**config.mk**
```make
export PLATFORM = sky130hd
export DESIGN_NAME = nwc_mem_loader
export DESIGN_NICKNAME = d
export VERILOG_FILES = /design/src/rtl/nwc_pkg.sv /design/src/rtl/nwc_skid_buf.sv /design/src/rtl/nwc_mem_loader.sv
export SDC_FILE = /design/constraint.sdc
export NUM_CORES = 1
export LEC_CHECK = 0
export ABC_CLOCK_PERIOD_IN_PS = 4500
export BUFFER_PORTS_ARGS = -buffer_cell sky130_fd_sc_hd__buf_2
export CAP_MARGIN = 30
export CORE_MARGIN = 1.5
export CORE_UTILIZATION = 53
export CTS_CLUSTER_SIZE = 28
export DETAILED_ROUTE_END_ITERATION = 7
export PLACE_DENSITY = 0.9
export SYNTH_ARGS = -nofsm -noshare
export SYNTH_HDL_FRONTEND = slang
export SYNTH_SLANG_ARGS = --single-unit
export TNS_END_PERCENT = 20
```
**constraint.sdc**
```tcl
create_clock -name clk -period 4.5 [get_ports clk]
set_clock_uncertainty 0.1 [all_clocks]
set_input_delay 0.45 -clock clk [delete_from_list [all_inputs] [get_ports clk]]
set_output_delay 0.45 -clock clk [all_outputs]
set_load 0.01 [all_outputs]
```
**src/rtl/nwc_pkg.sv**
```systemverilog
// Package shared by the coefficient memory loader and its drain skid buffer.
//  - loader_state_e : loader FSM states
//  - DEF_D_WIDTH    : default coefficient width
//  - mod_reduce1    : single conditional subtract (x >= q ? x - q : x)
package nwc_pkg;

    localparam int DEF_D_WIDTH = 32;
    // Widest coefficient the reduce helper handles. Callers zero-extend into it.
    localparam int RED_W       = 64;

    typedef enum logic [2:0] {
        IDLE  = 3'd0,
        LOAD  = 3'd1,
        KICK  = 3'd2,
        RUN   = 3'd3,
        DRAIN = 3'd4
    } loader_state_e;

    // One subtract is enough because inputs are assumed to be < 2*q.
    function automatic logic [RED_W-1:0] mod_reduce1(input logic [RED_W-1:0] x,
                                                     input logic [RED_W-1:0] q);
        return (x >= q) ? (x - q) : x;
    endfunction

endpackage

```
**src/rtl/nwc_skid_buf.sv**
```systemverilog
// 2-entry FIFO on the drain path of the loader.
//  clk, rst    : clock, synchronous active-high reset (drops held data)
//  push        : write push_data this cycle (caller guarantees space)
//  push_data   : incoming word
//  out_ready   : downstream accepts the head this cycle
//  out_valid   : head entry is valid
//  out_data    : head entry
//  count       : entries held (0..2), used by the caller for read credit
module nwc_skid_buf
#(
    parameter int W = 32
) (
    input  logic         clk,
    input  logic         rst,
    input  logic         push,
    input  logic [W-1:0] push_data,
    input  logic         out_ready,
    output logic         out_valid,
    output logic [W-1:0] out_data,
    output logic [1:0]   count
);

    logic [1:0]   count_q, count_d;
    logic [W-1:0] d0_q, d0_d;   // head
    logic [W-1:0] d1_q, d1_d;   // second entry
    logic         pop;

    always_comb begin
        pop     = (count_q != 2'd0) && out_ready;
        count_d = count_q;
        d0_d    = d0_q;
        d1_d    = d1_q;
        case ({push, pop})
            2'b10: begin
                if (count_q == 2'd0) begin
                    d0_d    = push_data;
                    count_d = 2'd1;
                end else if (count_q == 2'd1) begin
                    d1_d    = push_data;
                    count_d = 2'd2;
                end
            end
            2'b01: begin
                d0_d    = d1_q;
                count_d = count_q - 2'd1;
            end
            2'b11: begin
                // Head leaves while a new word arrives: occupancy unchanged.
                if (count_q == 2'd1) begin
                    d0_d = push_data;
                end else begin
                    d0_d = d1_q;
                    d1_d = push_data;
                end
            end
            default: ;
        endcase
    end

    always_ff @(posedge clk) begin
        if (rst) begin
            count_q <= 2'd0;
            d0_q    <= '0;
            d1_q    <= '0;
        end else begin
            count_q <= count_d;
            d0_q    <= d0_d;
            d1_q    <= d1_d;
        end
    end

    assign out_valid = (count_q != 2'd0);
    assign out_data  = d0_q;
    assign count     = count_q;

endmodule

```
**src/rtl/nwc_mem_loader.sv**
```systemverilog
// Preload/readback engine for the banked NTT coefficient memory.
// Streams BN*MA coefficients into the banks (coefficient n -> bank n%BN, addr n/BN),
// kicks the NTT core, waits for DONE, then drains the banks bank-major onto an
// AXI-style output stream.
//  clk, rst                          : clock, synchronous active-high reset
//  modulus                           : prime q, static while busy
//  start_load                        : begin a load (IDLE only)
//  in_valid/in_ready/in_data         : coefficient input stream
//  mem_wr_en/_bank/_addr/_data       : memory write port (same-cycle as the accepted beat)
//  ntt_start                         : one-cycle kick to the core
//  core_done                         : core finished (honoured in RUN only)
//  mem_rd_en/_bank/_addr, mem_rd_data: memory read port, data one cycle after the strobe
//  out_valid/out_ready/out_data      : drained coefficient stream
//  range_err                         : sticky, some accepted input was >= modulus
//  busy                              : not idle
//  drain_done                        : pulse the cycle after the last output beat
module nwc_mem_loader
    import nwc_pkg::*;
#(
    parameter  int D_WIDTH = DEF_D_WIDTH,
    parameter  int BN      = 16,
    parameter  int MA      = 64,
    parameter  int REDUCE  = 1,
    localparam int ADDR_W  = $clog2(MA),
    localparam int BANK_W  = $clog2(BN)
) (
    input  logic               clk,
    input  logic               rst,
    input  logic [D_WIDTH-1:0] modulus,
    input  logic               start_load,
    input  logic               in_valid,
    output logic               in_ready,
    input  logic [D_WIDTH-1:0] in_data,
    output logic               mem_wr_en,
    output logic [BANK_W-1:0]  mem_wr_bank,
    output logic [ADDR_W-1:0]  mem_wr_addr,
    output logic [D_WIDTH-1:0] mem_wr_data,
    output logic               ntt_start,
    input  logic               core_done,
    output logic               mem_rd_en,
    output logic [BANK_W-1:0]  mem_rd_bank,
    output logic [ADDR_W-1:0]  mem_rd_addr,
    input  logic [D_WIDTH-1:0] mem_rd_data,
    output logic               out_valid,
    input  logic               out_ready,
    output logic [D_WIDTH-1:0] out_data,
    output logic               range_err,
    output logic               busy,
    output logic               drain_done
);

    localparam int              N_W    = BANK_W + ADDR_W;
    localparam logic [N_W-1:0]  N_LAST = N_W'(BN * MA - 1);

    loader_state_e  state_q, state_d;
    logic [N_W-1:0] n_q, n_d;             // load beat index
    logic [N_W-1:0] rd_cnt_q, rd_cnt_d;   // drain read index, {bank, addr}
    logic           rd_all_q, rd_all_d;   // every read of this drain issued
    logic           rd_pend_q, rd_pend_d; // read in flight, data lands this cycle
    logic [N_W-1:0] out_cnt_q, out_cnt_d; // drain beats accepted
    logic           range_err_q, range_err_d;
    logic           drain_done_q, drain_done_d;

    logic           load_go;
    logic           beat_acc;
    logic           in_ge_q;
    logic           out_pop;
    logic           last_pop;
    logic [1:0]     skid_cnt;
    logic [2:0]     occ_next;
    logic [D_WIDTH-1:0] reduced;

    assign load_go  = (state_q == IDLE) && start_load;
    assign beat_acc = in_valid && in_ready;
    assign in_ge_q  = (in_data >= modulus);
    assign out_pop  = out_valid && out_ready;
    assign last_pop = (state_q == DRAIN) && out_pop && (out_cnt_q == N_LAST);
    assign reduced  = D_WIDTH'(mod_reduce1(RED_W'(in_data), RED_W'(modulus)));

    // Skid occupancy once the in-flight word lands and this cycle's pop leaves.
    // A new read is allowed only while that stays below 2, so a stalled
    // consumer can never overflow the buffer; with out_ready=1 it stays at 1
    // and a read issues every cycle.
    assign occ_next = 3'(skid_cnt) + 3'(rd_pend_q) - 3'(out_pop);

    // ---------------- FSM: state register ----------------
    always_ff @(posedge clk) begin
        if (rst) state_q <= IDLE;
        else     state_q <= state_d;
    end

    // ---------------- FSM: next state ----------------
    always_comb begin
        state_d = state_q;
        case (state_q)
            IDLE:    if (start_load) state_d = LOAD;
            LOAD:    if (beat_acc && (n_q == N_LAST)) state_d = KICK;
            KICK:    state_d = RUN;
            RUN:     if (core_done) state_d = DRAIN;   // start_load is ignored here
            DRAIN:   if (last_pop) state_d = IDLE;
            default: state_d = IDLE;
        endcase
    end

    // ---------------- FSM: outputs ----------------
    always_comb begin
        in_ready  = (state_q == LOAD);
        mem_wr_en = (state_q == LOAD) && in_valid;
        ntt_start = (state_q == KICK);
        busy      = (state_q != IDLE);
        mem_rd_en = (state_q == DRAIN) && !rd_all_q && (occ_next < 3'd2);
    end

    // ---------------- datapath ----------------
    assign mem_wr_bank = n_q[BANK_W-1:0];
    assign mem_wr_addr = n_q[BANK_W +: ADDR_W];
    assign mem_wr_data = (REDUCE != 0 && in_ge_q) ? reduced : in_data;

    // Bank-major drain: address is the fast-moving field.
    assign mem_rd_addr = rd_cnt_q[ADDR_W-1:0];
    assign mem_rd_bank = rd_cnt_q[ADDR_W +: BANK_W];

    always_comb begin
        n_d          = n_q;
        range_err_d  = range_err_q;
        rd_cnt_d     = rd_cnt_q;
        rd_all_d     = rd_all_q;
        rd_pend_d    = mem_rd_en;
        out_cnt_d    = out_cnt_q;
        drain_done_d = last_pop;

        if (load_go) begin
            n_d         = '0;
            range_err_d = 1'b0;
        end else if (beat_acc) begin
            // BN*MA is a power of two, so the index wraps to 0 on its own.
            n_d = n_q + 1'b1;
            if (in_ge_q) range_err_d = 1'b1;
        end

        if (state_q != DRAIN) begin
            rd_cnt_d  = '0;
            rd_all_d  = 1'b0;
            out_cnt_d = '0;
        end else begin
            if (mem_rd_en) begin
                rd_cnt_d = rd_cnt_q + 1'b1;
                if (rd_cnt_q == N_LAST) rd_all_d = 1'b1;
            end
            if (out_pop) out_cnt_d = out_cnt_q + 1'b1;
        end
    end

    always_ff @(posedge clk) begin
        if (rst) begin
            n_q          <= '0;
            range_err_q  <= 1'b0;
            rd_cnt_q     <= '0;
            rd_all_q     <= 1'b0;
            rd_pend_q    <= 1'b0;
            out_cnt_q    <= '0;
            drain_done_q <= 1'b0;
        end else begin
            n_q          <= n_d;
            range_err_q  <= range_err_d;
            rd_cnt_q     <= rd_cnt_d;
            rd_all_q     <= rd_all_d;
            rd_pend_q    <= rd_pend_d;
            out_cnt_q    <= out_cnt_d;
            drain_done_q <= drain_done_d;
        end
    end

    assign range_err  = range_err_q;
    assign drain_done = drain_done_q;

    nwc_skid_buf #(.W(D_WIDTH)) u_skid (
        .clk       (clk),
        .rst       (rst),
        .push      (rd_pend_q),
        .push_data (mem_rd_data),
        .out_ready (out_ready),
        .out_valid (out_valid),
        .out_data  (out_data),
        .count     (skid_cnt)
    );

endmodule

```
* Word-level counts from Yosys, hierarchy flattened
Index checks and enable logic that the tools add are counted.
** Word-level totals
- Output and inout port bits :: 92
- Word-level logic and storage cells :: 81
- Latch bits :: 0
- Memories kept :: 0
- ROM bits :: 0
- Memory bits (writable) :: 0
- Input bits :: 102
- Register bits after elaboration :: 103
** Operators by class
- Divide/modulo/power cells :: 0
- Multiply operators :: 0
- Order comparisons :: 3
- Muxes and demuxes :: 16
- Bitwise gates (word level) :: 0
- Shifts and indexed selects :: 0
- Equal/unequal tests :: 20
- $add $sub $neg :: 7
- Reduce and logical (&&, ||, !) cells :: 24
** Operators with widths (count)
- $mux W32 :: 6
- $pmux W32 S3 :: 1
- $ge A32 B32 Y1 :: 2
- $pmux W32 S2 :: 1
- $sub A32 B32 Y32 :: 1
- $add A10 B1 Y10 const B :: 3
- $eq A10 B10 Y1 const B :: 3
- $pmux W3 S5 :: 1
- $mux W3 :: 4
- $ne A2 B2 Y1 const B :: 5
- $logic_and A1 B1 Y1 :: 8
- $reduce_and A2 Y1 :: 4
- $eq A3 B2 Y1 const B :: 2
- $reduce_bool A2 Y1 :: 3
- $reduce_bool A3 Y1 :: 2
- $eq A2 B1 Y1 const B :: 2
- $eq A2 B2 Y1 const B :: 2
- $mux W2 :: 2
- $ne A2 B1 Y1 const B :: 2
- $pmux W2 S2 :: 1
- $reduce_and A4 Y1 :: 1
- $reduce_or A2 Y1 :: 2
- $add A2 B1 Y3 :: 1
- $eq A3 B1 Y1 const B :: 1
- 10 further kinds :: 10

* Longest topological paths before layout
- Word-level depth :: 6
- Depth in mapped cells :: 15

* Hierarchy
From an unflattened synthesis, not the netlist that was laid out.
** Unflattened totals
- Cell total of the unflattened synthesis :: 911
- Area, all modules :: 7135.6 um2
** Modules (own cells, without submodules)
- nwc_mem_loader :: seq. area each 740.7 um2, cells each 550, area an instance 3973.8 um2, times used 1
- nwc_skid_buf :: seq. area each 1321.3 um2, cells each 361, area an instance 3161.8 um2, times used 1

* Least setup slack after synthesis
Ideal clock, no wire load.
- Path type :: register -> register
- Start :: register u_skid.count_q[1] (netlist: u_skid.count[1])
- End :: register rd_cnt_q[8]
- Path slack :: 1.261 ns
- Cell stages (with the launch flop) :: 14
- Period minus slack after synthesis :: 3.239 ns
- Arrival time :: 3.069 ns
- Setup time :: 0.070 ns
- Path buffers :: 2
- Cells stage by stage :: dfxtp_1 -> inv_1 -> ha_1 -> nor2b_1 -> clkbuf_1 -> ha_1 -> nor2_1 -> fa_1 -> nor3_1 -> and3_1 -> buf_2 -> nand4_1 -> or3_1 -> a21oi_1
** On the way
- Word-level cells in the longest chain between the ends :: 5
** RTL lines
- start, declared :: line nwc_skid_buf.sv:23 : logic [1:0] count_q, count_d;
- start signal, assigned :: line nwc_skid_buf.sv:66 : count_q <= count_d;
- $reduce_bool A2 Y1 :: line nwc_skid_buf.sv:72 : assign out_valid = (count_q != 2'd0);
- $logic_and A1 B1 Y1 :: line nwc_mem_loader.sv:76 : assign out_pop = out_valid && out_ready;
- net out_pop :: line nwc_mem_loader.sv:67 : logic out_pop;
- $sub A3 B1 Y3 :: line nwc_mem_loader.sv:84 : assign occ_next = 3'(skid_cnt) + 3'(rd_pend_q) - 3'(out_pop);
- $lt A3 B2 Y1 :: line nwc_mem_loader.sv:111 : mem_rd_en = (state_q == DRAIN) && !rd_all_q && (occ_next < 3'd2);
- $logic_and A1 B1 Y1 :: line nwc_mem_loader.sv:111
- net mem_rd_en :: line nwc_mem_loader.sv:40 : output logic mem_rd_en,
- end signal, assigned :: line nwc_mem_loader.sv:166 : rd_cnt_q <= rd_cnt_d;
- end, declared :: line nwc_mem_loader.sv:57 : logic [N_W-1:0] rd_cnt_q, rd_cnt_d;
The timed path passes the listed nets, and every way through them passes these cells.
A chain may end at the register's enable or synchronous reset.

* Final worst setup path
- Start :: input port modulus[17]
- End :: output port mem_wr_data[16]
** On the way
- Word-level cells in the longest chain between the ends :: 3
** RTL lines
- start, declared :: line nwc_mem_loader.sv:29 : input logic [D_WIDTH-1:0] modulus,
- $ge A32 B32 Y1 :: line nwc_pkg.sv:22, nwc_mem_loader.sv:75
- $mux W32 :: line nwc_pkg.sv:22 : return (x >= q) ? (x - q) : x;
- $mux W32 (*) :: line nwc_mem_loader.sv:117 : assign mem_wr_data = (REDUCE != 0 && in_ge_q) ? reduced : in_data;
- end, declared :: line nwc_mem_loader.sv:37 : output logic [D_WIDTH-1:0] mem_wr_data,
Every way passes the cells marked *; elsewhere a longest branch is shown, timed or not.

==> results.txt <==
The clock tree from TritonCTS is built. In this run, distinct cell masters in the synthesized netlist total 61. The number of hold-repair buffers added at the cts stage came out at 0. The final count of hold timing violations is 0. The critical path class is in2out. The arithmetic-cell share of the synthesized area counting full adders, half adders and majority gates came out at 8.18%.

The peak supply drop is 0.197 mV. The vias per cell came out at 5.60. The synthesized netlist devotes 6.74% of its cell area to XOR and XNOR gates. The number of cells on the worst reg-to-reg path is 12. The number of cells in the finished layout apart from fillers came out at 1150. The post-cts resize count is 0. The final hold slack came out at 248 ps. The terminating pin of the worst hold path is u_skid.d1_q[25]$_SDFFE_PP0P_. The leakage power summed over all cells came out at 0.00393 uW. The number of I/O pins came out at 194. STA puts the critical path data arrival time at 3350 ps. The number of warning messages in the yosys log is 0.

The first global-routing pass estimated 27300 um of wire. The number of max-capacitance violations reported came out at 0. The areal power density over the cells came out at 294 nW/um^2. The routability congestion estimate came out at 0.982.

From synthesis to final layout, the design area changed by 20.1%. Once detailed placement completed, the half-perimeter wirelength came to 13000 um. The final critical-path required period is 3900 ps. The flow ran to the end, and the final reports show no timing, DRC or antenna violations.

The internal power consumption is 1620 uW. The die span in y is 116 um. The final-layout setup total negative slack is 0 ps.

Setup violations remaining at the end of the flow were counted as 0. Clock tree synthesis found a total of 103 sinks. The most common library cell in the layout ignoring fill and taps is sky130_fd_sc_hd__buf_2. The signal on the critical path passes through buf_2 > inv_1 > ha_1 > a21oi_1 > o21ai_1 > a21oi_1 > nor2_1 > o41ai_4 > a21oi_2 > nor2_4 > buf_4 > mux2_4 > buf_2. The full die area is 13400 um^2. STA classifies the critical path startpoint as an input port. The highest achievable clock rate is 256 MHz. Headroom to the max-slew limit came out at 42.9%. The residual overflow from global routing is 0. The number of placed instances with taps included is 1134. STA puts the critical path data required time at 3950 ps. The clock group share of total power came out at 32.0%. The simple logic cell fraction of the synthesized area is 16.9%. Clock-pin slew was measured on the worst setup and hold paths at 80 ps. The share of total power consumed by net switching is 31.9%. Summing the areas of all compound-gate instances in the mapped netlist gives 22.1% of the synthesized area.

The number of instances on the worst hold path is 3. The worst setup slack after layout came out at 601 ps. Summed over all instances, the cell type with the most area after synthesis is sky130_fd_sc_hd__dfxtp_1. The average cell area after synthesis came out at 8.41 um^2. Among all flip-flop cells after synthesis, the most frequent one is sky130_fd_sc_hd__dfxtp_1. The combinational fraction of design power is 28.4%. The proportion of netlist area held by the largest area contributor came out at 30.5%. After the last flow step, the layout net total stands at 1118. In this run the remaining antenna-violating nets after routing total 0. The number of pins with negative max-slew slack in the final report came to 0. The classification of the worst-slack hold path is in2reg. The core box area is 12500 um^2. The via count of the first global-routing pass is 5871. The synthesized design contains 103 register bits.

The multiplexer share of the synthesized area came out at 9.74%. In this run the horizontal extent of the chip is 116 um. The combined global-route utilization of all metal layers is 25.0%.

The share of cells above drive strength 1 is 26.9%. The clock insertion delay at the later pin of the skew report is 340 ps. The launch point of the worst reg-to-reg path is u_skid.count[1]$_SDFFE_PP0P_. Setup repair after global routing left no endpoint under its margin.

Among all stages on the critical path, the largest delay is contributed by sky130_fd_sc_hd__nor2_4. Summing every instance area after synthesis gives 6760 um^2. For this design the total switching power over the nets is 760 uW. The antenna diode count came out at 0. In the layout the commonest cells are sky130_fd_sc_hd__buf_2 (193), sky130_fd_sc_hd__nor2_1 (121), sky130_fd_sc_hd__dfxtp_1 (103), sky130_fd_sc_hd__inv_1 (52), sky130_fd_sc_hd__ha_1 (41).

The period utilization came out at 86.6%. Yosys attributes the largest share of cell area to sky130_fd_sc_hd__dfxtp_1 (31%), sky130_fd_sc_hd__ha_1 (7.6%), sky130_fd_sc_hd__nor2_1 (6.7%). For the pin with the worst max-slew slack, the measured transition is 854 ps. The overall power came out at 2380 uW. The initial antenna violation count came out at 0. The fraction of the yosys area taken by sequential cells is 30.5%.

The delay of the slowest cell on the worst path came out at 490 ps. The worst register-to-register path ends at rd_cnt_q[6]$_SDFFE_PP0P_. Clock tree synthesis selected as its root buffer the cell sky130_fd_sc_hd__clkbuf_16.

The number of synthesized flops with an enable pin came out at 0. The pin count of the biggest net entering global routing came out at 72. After synthesis, the largest family of logic cells by area is compound AO/OA/AOI/OAI gates. For flop-to-flop paths, the worst setup slack is 890 ps. In this run the post-CTS setup repair buffer count came out at 0. After detailed routing, the average wire length per cell comes to 15.1 um.

The detailed-route via count came out at 6440. The share of total power in sequential cells is 39.6%. The starting density of the core is 54.0%. The H-tree depth is 3. The share of synthesized registers carrying an async set or reset came out at 0%. The pre-antenna-repair detailed-routing pass consisted of 6 iterations. The number of buffers on the longest clock path is 2. The overall routed net length is 17400 um. When the netlist entered floorplanning its net count stood at 949. The nature of the critical path endpoint is an output pin. Buffers inserted during clock tree synthesis total 9.

The worst hold path begins at mem_rd_data[25]. The DRC violation total after the first TritonRoute iteration came out at 476. The floorplan has 41 rows.

In the routed design, unresolved DRC markers number 0. During placement, the flow inserted port buffers numbering 193. The worst slack at placement came out at 650 ps.

The cell count after synthesis is 804. The critical-path maximum fanout is 17.
[stage by stage]
stage	utilization [%]	cell area, um^2
2_1_floorplan	-	6760
3_3_place_gp	62.5	7830
3_5_place_dp	62.5	7830
4_1_cts	64.9	8120
5_1_grt	64.9	8120
6_report	64.9	8120
[flip-flops by register name, indices dropped and copies added, names as in the netlist]
signal	count
drain_done	1
n_q	10
out_cnt_q	10
range_err	1
rd_all_q	1
rd_cnt_q	10
rd_pend_q	1
state_q	3
u_skid.count	2
u_skid.d1_q	32
u_skid.out_data	32
[power groups by stage]
stage	clock [uW]	sequential [uW]	combinational [uW]
4_1_cts	782	945	670
3_5_place_dp	0	966	667
2_1_floorplan	0	963	473
5_1_grt	816	948	734
3_3_place_gp	0	966	655
6_report	763	945	677
[layer usage]
layer | global-route usage [%] | routed length (um) | up-vias
li1 | - | - | 3192
met1 | 31.2 | 7330 | 2981
met2 | 42.7 | 8410 | 237
met3 | 6.07 | 1310 | 30
met4 | 7.72 | 303 | 0
met5 | 0 | 0 | -
[cell usage after synthesis, drive strengths merged, types with 4 or more instances]
| cell | count |
|---|---|
| buf | 16 |
| a31oi | 5 |
| nor3 | 10 |
| nor2b | 6 |
| mux2 | 21 |
| and3 | 10 |
| nand3 | 29 |
| o21a | 11 |
| o21ai | 38 |
| a211oi | 33 |
| a21oi | 39 |
| a22oi | 32 |
| xor2 | 28 |
| o211ai | 4 |
| nand4 | 15 |
| xnor2 | 24 |
| nand2b | 6 |
| o31ai | 5 |
| a21o | 20 |
| ha | 41 |
| o21bai | 6 |
| clkbuf | 27 |
| mux2i | 35 |
| nor2 | 123 |
| dfxtp | 103 |
| or3 | 7 |
| nand2 | 34 |
| inv | 52 |
[cells by family after synthesis]
| family | count (synthesis) |
|---|---|
| AO/OA/AOI/OAI | 207 |
| adder cells (fa/ha/maj) | 43 |
| multiplexers | 56 |
| AND/OR/NAND/NOR | 248 |
| flip-flops | 103 |
| XOR/XNOR | 52 |
| buffers and inverters | 95 |
[worst max-delay path by stage]
stage	cells past startpoint	startpoint	end
3_5_place_dp	13	modulus[23]	mem_wr_data[16]
6_report	13	modulus[17]	mem_wr_data[16]
2_1_floorplan	13	u_skid.count[1]$_SDFFE_PP0P_	rd_cnt_q[8]$_SDFFE_PP0P_
3_3_place_gp	14	in_data[0]	mem_wr_data[16]
4_1_cts	13	modulus[23]	mem_wr_data[16]
5_1_grt	13	modulus[17]	mem_wr_data[18]
[critical path: cells and delay by family]
family	cells	cell delay [ps]
AO/OA/AOI/OAI	5	980
adder cells (fa/ha/maj)	1	370
buffers and inverters	4	640
multiplexers	1	330
AND/OR/NAND/NOR	2	580
[layout make-up]
class / instances / area (um^2)
sequential: 103 / 2060
fill: 1082 / 4400
timing repair buffer: 201 / 1030
multi-input combinational: 606 / 4330
clock inverter: 6 / 63.8
tap: 172 / 215
inverter: 52 / 195
clock buffer: 10 / 229
(Power assumes the default switching activity.)
